### config.mk
export PLATFORM = sky130hd
export DESIGN_NAME = uart_mmio
export DESIGN_NICKNAME = d
export VERILOG_FILES = /design/src/rtl/uart_mmio.sv
export SDC_FILE = /design/constraint.sdc
export NUM_CORES = 1
export LEC_CHECK = 0
export CAP_MARGIN = 10
export CELL_PAD_IN_SITES_DETAIL_PLACEMENT = 1
export CELL_PAD_IN_SITES_GLOBAL_PLACEMENT = 2
export CORE_ASPECT_RATIO = 0.75
export CORE_MARGIN = 8
export CORE_UTILIZATION = 31
export DETAILED_ROUTE_END_ITERATION = 8
export GPL_ROUTABILITY_DRIVEN = 1
export PLACE_DENSITY = 0.83
export SYNTH_ARGS = -nofsm -noshare
export SYNTH_HDL_FRONTEND = slang
export SYNTH_SLANG_ARGS = --single-unit
### constraint.sdc
create_clock -name clk -period 3.5 [get_ports clk]
set_input_delay 1.05 -clock clk [delete_from_list [all_inputs] [get_ports clk]]
set_output_delay 1.05 -clock clk [all_outputs]
set_load 0.03 [all_outputs]
### src/rtl/uart_mmio.sv
// Memory-mapped 8N1 UART: TXD/RXD/CON registers on the MEM-stage bus, serialiser,
// oversampling-free mid-bit deserialiser and a registered level interrupt.
module uart_mmio #(
    parameter int unsigned CLKS_PER_BIT = 5208,
    parameter logic [31:0] BASE_ADDR    = 32'h4000_0018
) (
    input  logic        clk,
    input  logic        reset,
    input  logic        MemRd,
    input  logic        MemWr,
    input  logic [31:0] Addr,
    input  logic [31:0] WriteData,
    output logic [31:0] ReadData,
    input  logic        UART_RX,
    output logic        UART_TX,
    output logic        irq
);
    localparam int unsigned     CNT_W    = $clog2(CLKS_PER_BIT);
    localparam logic [CNT_W-1:0] BIT_END  = CNT_W'(CLKS_PER_BIT - 1);
    localparam logic [CNT_W-1:0] HALF_END = CNT_W'(CLKS_PER_BIT / 2 - 1);
    localparam logic [31:0]     RXD_ADDR = BASE_ADDR + 32'd4;
    localparam logic [31:0]     CON_ADDR = BASE_ADDR + 32'd8;

    localparam logic [1:0] S_IDLE  = 2'd0;
    localparam logic [1:0] S_START = 2'd1;
    localparam logic [1:0] S_DATA  = 2'd2;
    localparam logic [1:0] S_STOP  = 2'd3;

    logic             sel_txd, sel_rxd, sel_con;
    logic             wr_txd, wr_con, rd_rxd, rd_con;
    logic [1:0]       tx_state, tx_state_n;
    logic [CNT_W-1:0] tx_cnt, tx_cnt_n;
    logic [2:0]       tx_bit, tx_bit_n;
    logic [7:0]       tx_data, tx_data_n;
    logic             tx_line_n, tx_fin, tx_busy;
    logic             tx_done, tx_done_n;
    logic             tx_ie, tx_ie_n, rx_ie, rx_ie_n;
    logic             rx_s1, rx_s2, rx_prev;
    logic [1:0]       rx_state, rx_state_n;
    logic [CNT_W-1:0] rx_cnt, rx_cnt_n;
    logic [2:0]       rx_bit, rx_bit_n;
    logic [7:0]       rx_shift, rx_shift_n, rx_data, rx_data_n;
    logic             rx_load;
    logic             rx_ready, rx_ready_n, rx_overrun, rx_overrun_n;
    logic             irq_n;
    logic             unused_wdata;

    assign sel_txd      = (Addr == BASE_ADDR);
    assign sel_rxd      = (Addr == RXD_ADDR);
    assign sel_con      = (Addr == CON_ADDR);
    assign wr_txd       = MemWr & sel_txd;
    assign wr_con       = MemWr & sel_con;
    assign rd_rxd       = MemRd & sel_rxd;
    assign rd_con       = MemRd & sel_con;
    assign tx_busy      = (tx_state != S_IDLE);
    assign unused_wdata = ^WriteData[31:8];

    // State and datapath registers; the RX synchroniser resets to the idle level
    always_ff @(posedge clk or negedge reset) begin
        if (!reset) begin
            tx_state   <= S_IDLE;
            tx_cnt     <= '0;
            tx_bit     <= '0;
            tx_data    <= '0;
            UART_TX    <= 1'b1;
            tx_done    <= 1'b0;
            tx_ie      <= 1'b0;
            rx_ie      <= 1'b0;
            rx_s1      <= 1'b1;
            rx_s2      <= 1'b1;
            rx_prev    <= 1'b1;
            rx_state   <= S_IDLE;
            rx_cnt     <= '0;
            rx_bit     <= '0;
            rx_shift   <= '0;
            rx_data    <= '0;
            rx_ready   <= 1'b0;
            rx_overrun <= 1'b0;
            irq        <= 1'b0;
        end else begin
            tx_state   <= tx_state_n;
            tx_cnt     <= tx_cnt_n;
            tx_bit     <= tx_bit_n;
            tx_data    <= tx_data_n;
            UART_TX    <= tx_line_n;
            tx_done    <= tx_done_n;
            tx_ie      <= tx_ie_n;
            rx_ie      <= rx_ie_n;
            rx_s1      <= UART_RX;
            rx_s2      <= rx_s1;
            rx_prev    <= rx_s2;
            rx_state   <= rx_state_n;
            rx_cnt     <= rx_cnt_n;
            rx_bit     <= rx_bit_n;
            rx_shift   <= rx_shift_n;
            rx_data    <= rx_data_n;
            rx_ready   <= rx_ready_n;
            rx_overrun <= rx_overrun_n;
            irq        <= irq_n;
        end
    end

    // TX: a TXD write is only accepted from IDLE, so writes during a frame drop out
    always_comb begin
        tx_state_n = tx_state;
        tx_cnt_n   = tx_cnt;
        tx_bit_n   = tx_bit;
        tx_data_n  = tx_data;
        tx_line_n  = UART_TX;
        tx_fin     = 1'b0;
        case (tx_state)
            S_IDLE: begin
                if (wr_txd) begin
                    tx_data_n  = WriteData[7:0];
                    tx_state_n = S_START;
                    tx_cnt_n   = '0;
                    tx_line_n  = 1'b0;
                end
            end
            default: begin
                if (tx_cnt != BIT_END) begin
                    tx_cnt_n = tx_cnt + CNT_W'(1);
                end else begin
                    tx_cnt_n = '0;
                    if (tx_state == S_START) begin
                        tx_state_n = S_DATA;
                        tx_bit_n   = '0;
                        tx_line_n  = tx_data[0];
                    end else if (tx_state == S_DATA && tx_bit != 3'd7) begin
                        tx_bit_n  = tx_bit + 3'd1;
                        tx_line_n = tx_data[tx_bit + 3'd1];
                    end else if (tx_state == S_DATA) begin
                        tx_state_n = S_STOP;
                        tx_line_n  = 1'b1;
                    end else begin
                        tx_state_n = S_IDLE;
                        tx_fin     = 1'b1;
                    end
                end
            end
        endcase
    end

    // RX: half-bit wait re-qualifies the start bit, then one sample per bit period
    always_comb begin
        rx_state_n = rx_state;
        rx_cnt_n   = rx_cnt;
        rx_bit_n   = rx_bit;
        rx_shift_n = rx_shift;
        rx_load    = 1'b0;
        case (rx_state)
            S_IDLE: begin
                if (rx_prev && !rx_s2) begin
                    rx_state_n = S_START;
                    rx_cnt_n   = '0;
                end
            end
            S_START: begin
                if (rx_cnt != HALF_END) begin
                    rx_cnt_n = rx_cnt + CNT_W'(1);
                end else begin
                    rx_cnt_n   = '0;
                    rx_bit_n   = '0;
                    rx_state_n = rx_s2 ? S_IDLE : S_DATA;
                end
            end
            S_DATA: begin
                if (rx_cnt != BIT_END) begin
                    rx_cnt_n = rx_cnt + CNT_W'(1);
                end else begin
                    rx_cnt_n   = '0;
                    rx_shift_n = {rx_s2, rx_shift[7:1]};
                    rx_bit_n   = rx_bit + 3'd1;
                    if (rx_bit == 3'd7) rx_state_n = S_STOP;
                end
            end
            default: begin
                if (rx_cnt != BIT_END) begin
                    rx_cnt_n = rx_cnt + CNT_W'(1);
                end else begin
                    rx_cnt_n   = '0;
                    rx_state_n = S_IDLE;
                    rx_load    = rx_s2;
                end
            end
        endcase
    end

    // Status flags: a set on the same edge as its read-clear wins
    always_comb begin
        tx_done_n    = tx_fin | (tx_done & ~rd_con);
        rx_ready_n   = rx_load | (rx_ready & ~rd_rxd);
        rx_overrun_n = (rx_load & rx_ready) | (rx_overrun & ~rd_con);
        rx_data_n    = rx_load ? rx_shift : rx_data;
        tx_ie_n      = wr_con ? WriteData[0] : tx_ie;
        rx_ie_n      = wr_con ? WriteData[1] : rx_ie;
        irq_n        = (tx_ie & tx_done) | (rx_ie & rx_ready);
    end

    always_comb begin
        ReadData = '0;
        if (MemRd) begin
            if (sel_txd) begin
                ReadData = {24'd0, tx_data};
            end else if (sel_rxd) begin
                ReadData = {24'd0, rx_data};
            end else if (sel_con) begin
                ReadData = {26'd0, rx_overrun, tx_busy, rx_ready, tx_done, rx_ie, tx_ie};
            end
        end
    end
endmodule

==> flow_summary.ini, run 1 <==
[drt]
wl_per_cell_um = 17.7
drt_iter0_markers = 192
post-route-drc-count = 0
vias = 3499
drt_wl_total_um = 11700
first_pass_iters = 5
ant_nets = 0
via_per_inst = 5.32

[floorplanning]
die_area_mm2 = 0.0176
fp.coreArea_mm2 = 0.0135
initial_utilization = 0.312
die_x_um = 151
placementRows = 37
die_h_um = 117
io_pins = 103

[synth]
ys_seq_elements = 70
synth-main-ff-cell = dfrtp_1
synth_edf_count = 0
ys_warn_count = 0
synth_area_leaders = dfrtp_1 39%, mux2_2 6.4%, buf_4 4.6%, nand4_1 3.4%, ha_1 3.3%
yosysSeqAreaShare = 0.416
yosysTopAreaCellShare = 0.392
synth.distinct_cells = 64
async_reset_ff_frac = 1.00
mappedNetlistArea_mm2 = 0.00422
yosysTopAreaCell = dfrtp_1
syn_inst = 414
syn_avg_cell_area_um2 = 10.2

[setup_path]
worst_setup_path_end_kind = primary output
critPathMaxFanout = 8
crit_arrival_ns = 2.47
crit_type = input pin to primary output
start_kind = input pin
worst_ep_required_time_ns = 2.45

[global_route]
grt_util_all_layers = 0.140
grt_pass1_vias = 3705
grt_max_degree = 44
antenna_found_initial = 0
grt_pass1_wl_um = 19600
grt_overflow_total = 0

[clock_network]
cts_tree = yes
cts_buffers = 9
cts-root-buf = clkbuf_16
clock-sinks = 70
insertion_delay_ns = 0.34
clockBufferDepth = 2
clk_pin_slew_ns = 0.05
cts_max_level = 3

[sta]
finalWorstSetupSlack_ns = -0.0189
fin_crit_ns = 3.52
post-route-period-util = 1.01
maxSlewHeadroom = 0.340
drv_slew = 0
finalSetupViolCount = 2
worst_pin_slew_ns = 0.985
hold_viol = 0
rsz0062_at_grt = true
clock_skew_ns = 0.00451
fmax_ghz = 0.284

[placement]
routabilityCongestion = 0.770
place_area_mm2 = 0.00495
pre_cts_ws_ns = -0.509
portBuffers = 54
hpwl_um = 8480

[finish]
antennaDiodeCount = 0
mostFrequentLayoutCells = 66 x dfrtp_1, 34 x nand2_1, 24 x mux2_2, 24 x conb_1, 23 x nand4_1
nets = 558
layout-drive-gt1-share = 0.277
area_growth_pct = 27.4
final_core_util = 0.398
design_area_mm2 = 0.00538
final_common_cell = dfrtp_1

[power]
vdd_drop_max_mv = 0.231
powerDensity_mw_per_mm2 = 376
total_leakage_power_uw = 0.00233

[run]
cap_violations = 0

[run_status]
status = finished, violations left
violations = negative setup slack

[hold_path]
min_path_type = flop to flop
[synthesized netlist by cell type (all sizes together), types with 3 or more instances]
library cell,count
a31oi,17
or2,3
nor4,12
buf,40
ha,11
a41oi,6
nand4,24
nand4b,3
or4,4
nor4b,5
clkbuf,3
a21oi,8
o31ai,12
dfstp,4
o21ai,18
mux2,28
dfrtp,66
or3,3
nand3,7
nand2,35
nand2b,5
nor2,15
mux2i,6
nor3,4
and4bb,7
inv,19
o22ai,7
o211ai,4
xnor2,3
[cell families after synthesis]
logic type / count (synthesis) / share of synthesized area
AOI/OAI and AO/OA: 91 / 0.148
xor gates and xnor gates: 4 / 0.00831
adders and majority gates: 11 / 0.0326
buffers and inverters: 62 / 0.0819
DFF: 70 / 0.416
muxes: 36 / 0.0997
other: 1 / 0.000889
and+or+nand+nor: 139 / 0.212
[critical path, cell delays in order]
cell and delay [ns]:
buf_2 0.11, and4bb_2 0.32, nand4_1 0.15, buf_6 0.18
or3_4 0.33, a21boi_2 0.17, buf_6 0.15
[worst paths after layout]
kind,from,to,slack [ns],cells past startpoint
min in group asynchronous,reset,tx_data[0]$_DFFE_PN0P_,0.77,1
worst min-delay path,rx_s1$_DFF_PN1_,rx_s2$_DFF_PN1_,0.35,0
worst max-delay path,Addr[5],ReadData[6],-0.02,7
max in group asynchronous,reset,rx_s1$_DFF_PN1_,1.99,2
worst min register to register,rx_s1$_DFF_PN1_,rx_s2$_DFF_PN1_,0.35,0
worst max register to register,rx_cnt[0]$_DFFE_PN0P_,rx_cnt[2]$_DFFE_PN0P_,0.97,5
[final cells by class]
class	instances	area, um2
Clock buffer	16	282
Fill cell	1500	8140
Inverter	19	71.3
Multi-Input combinational cell	305	2400
Sequential cell	70	1760
Tap cell	175	219
Timing Repair Buffer	73	651
[power by group]
group	switching [uW]	internal [uW]
clock	332	539
combinational	135	96.1
sequential	72.0	848
[layer usage]
layer  vias to the layer above  GRT usage  part of all wire
li1                       1657          -                 -
met5                         -          0                 0
met1                      1749      0.187              0.48
met2                        80      0.217              0.45
met4                         0     0.0454             0.012
met3                        13     0.0373             0.057
[per-stage QoR]
stage / setup TNS (ns) / power, uW / hold slack (ns) / instances
global route: -0.573 / 2120 / 0.359 / 658
global placement: -3.48 / 1150 / 0.346 / 637
finish: -0.0361 / 2020 / 0.354 / 658
CTS: 0 / 2050 / 0.355 / 658
detailed placement: -3.75 / 1160 / 0.347 / 637
floorplan: -0.105 / 1080 / 0.345 / 437
[what timing repair did]
item / 4_1_cts / 5_1_grt
buffers inserted: 5 / 0
resized for setup: 142 / 12
pin swaps: 14 / 4
setup endpoints to repair: 8 / 8
hold buffers: 0 / 0
[state kept, by name, summed over array words and instances, names as in the netlist, 2 cells and up]
| name | cells |
|---|---|
| tx_cnt | 13 |
| tx_data | 8 |
| rx_cnt | 13 |
| rx_bit | 3 |
| rx_data | 8 |
| rx_shift | 8 |
| rx_state | 2 |
| tx_state | 2 |
| tx_bit | 3 |
Note: power is estimated with default switching activity, not from simulation.
==> run 2: changes to the inputs <==
==> constraint.sdc (replaced) <==
create_clock -name clk -period 3.9 [get_ports clk]
set_input_delay 1.17 -clock clk [delete_from_list [all_inputs] [get_ports clk]]
set_output_delay 1.17 -clock clk [all_outputs]
set_load 0.03 [all_outputs]
==> flow_summary.ini, run 2 (synthesis gave the netlist of run 1 again) <==
[run_status]
status = complete, no violations

[drt]
post-route-drc-count = 0
routed.top_layer = met4
ant_nets = 0
met3_wirelength_um = 717
first_pass_iters = 4
m1WireLength_um = 5560
wl_met2_um = 5640
via_per_inst = 5.40
wl_per_cell_um = 18.2
vias = 3575
drt_iter0_markers = 97
drt_wl_total_um = 12100

[power]
pwr-share-comb = 0.117
powerDensity_mw_per_mm2 = 327
vdd_drop_max_mv = 0.258
pwr-share-seq = 0.462
switching_share = 0.276
p_sw_uw = 492
power_uw = 1780
intPower_uw = 1290
total_leakage_power_uw = 0.00236
p_clk_frac = 0.421

[sta]
drv_slew = 0
rsz0062_at_grt = false
fin_setup_tns_ns = 0
fin_crit_ns = 3.84
fmax_ghz = 0.260
worst_pin_slew_ns = 0.996
hold_viol = 0
finalWorstSetupSlack_ns = 0.0554
finalSetupViolCount = 0
maxSlewHeadroom = 0.333
post-route-period-util = 0.986
clock_skew_ns = 0.00561

[setup_path]
crit_family = simple AND/OR/NAND/NOR gates
worst_setup_path_end_kind = primary output
r2r-end = rx_cnt[2]$_DFFE_PN0P_
worst_ep_required_time_ns = 2.73
reg2reg_slack_ns = 1.54
rr_startpoint = rx_cnt[0]$_DFFE_PN0P_
critical_path.startpoint = Addr[11]
crit_arrival_ns = 2.67
crit_end = ReadData[2]
cp_slowest_stage_delay_ns = 0.33
slowest_stage = and3_4
crit_type = input pin to primary output
start_kind = input pin
worstPathCellList = dlygate4sd2_1 -> nor4_4 -> and3_4 -> buf_16 -> nand4_1 -> a31oi_1 -> buf_4
ff2ff_path_depth = 5
cp.depth = 7
worst-path-buf-inv = 3
critPathMaxFanout = 9

[clock_network]
clk_pin_slew_ns = 0.05
cts_buffers = 9
cts-root-buf = clkbuf_16
cts_max_level = 3
cts_hold_buf = 0
clockBufferDepth = 2
insertion_delay_ns = 0.33
cts_tree = yes
clock-sinks = 70

[placement]
hpwl_um = 8670
pre_cts_ws_ns = -0.339
place_area_mm2 = 0.00492
routabilityCongestion = 0.772
portBuffers = 54

[floorplanning]
placementRows = 37
fp.coreArea_mm2 = 0.0135
die_x_um = 151
io_pins = 103
die_area_mm2 = 0.0176
initial_utilization = 0.312
die_h_um = 117

[finish]
layout-drive-gt1-share = 0.246
area_growth_pct = 29.2
mostFrequentLayoutCells = 66 x dfrtp_1, 34 x nand2_1, 24 x mux2_2, 24 x conb_1, 23 x nand4_1
antennaDiodeCount = 0
final_common_cell = dfrtp_1
fillers = 1489
nets = 562
top_regs = rx_cnt (13), tx_cnt (13)
design_area_mm2 = 0.00545

[global_route]
grt_pass1_wl_um = 19700
antenna_found_initial = 0
grt_pass1_vias = 3776
grt_util_all_layers = 0.140
grt_overflow_total = 0
grt_max_degree = 36

[hold_path]
min_path_type = flop to flop

[run]
cap_violations = 0
-- run 2: layout make-up --
type | instances | area [um2] | area share
timing repair buffer | 77 | 732 | 0.134
clock buffer | 12 | 246 | 0.0452
multi-input combinational | 305 | 2400 | 0.441
clock inverter | 4 | 22.5 | 0.00413
inverter | 19 | 71.3 | 0.0131
sequential | 70 | 1760 | 0.322
tap | 175 | 219 | 0.0402
-- run 2: routing by layer --
metal | GRT usage | up-vias
li1 | - | 1671
met2 | 0.230 | 94
met3 | 0.0327 | 13
met5 | 0 | -
met1 | 0.179 | 1797
met4 | 0.0500 | 0
-- run 2: worst min path at each step --
stage	cells after the start	start	slack, ns	to
floorplan	0	rx_s1$_DFF_PN1_	0.35	rx_s2$_DFF_PN1_
global placement	0	rx_s1$_DFF_PN1_	0.35	rx_s2$_DFF_PN1_
detailed placement	0	rx_s1$_DFF_PN1_	0.35	rx_s2$_DFF_PN1_
CTS	0	rx_s1$_DFF_PN1_	0.36	rx_s2$_DFF_PN1_
global route	0	rx_s1$_DFF_PN1_	0.37	rx_s2$_DFF_PN1_
finish	0	rx_s1$_DFF_PN1_	0.36	rx_s2$_DFF_PN1_
-- run 2: timing repair --
action	CTS	global route
gates cloned	3	0
setup buffers	1	1
pin swaps	21	12
setup endpoints to repair	8	8
resized for setup	73	24
-- run 2: power groups by stage --
stage	Combinational, uW	Sequential [uW]	Clock (uW)
finish	208	825	751
global route	230	834	794
CTS	206	824	773
detailed placement	206	837	0
global placement	199	833	0
floorplan	164	801	0
-- run 2: stage by stage --
step                hold slack (ns)  instances   util
floorplan                     0.345        437      -
global placement              0.348        641  0.364
detailed placement            0.351        641  0.364
CTS                           0.359        661  0.402
global route                  0.367        662  0.403
finish                        0.357        662  0.403
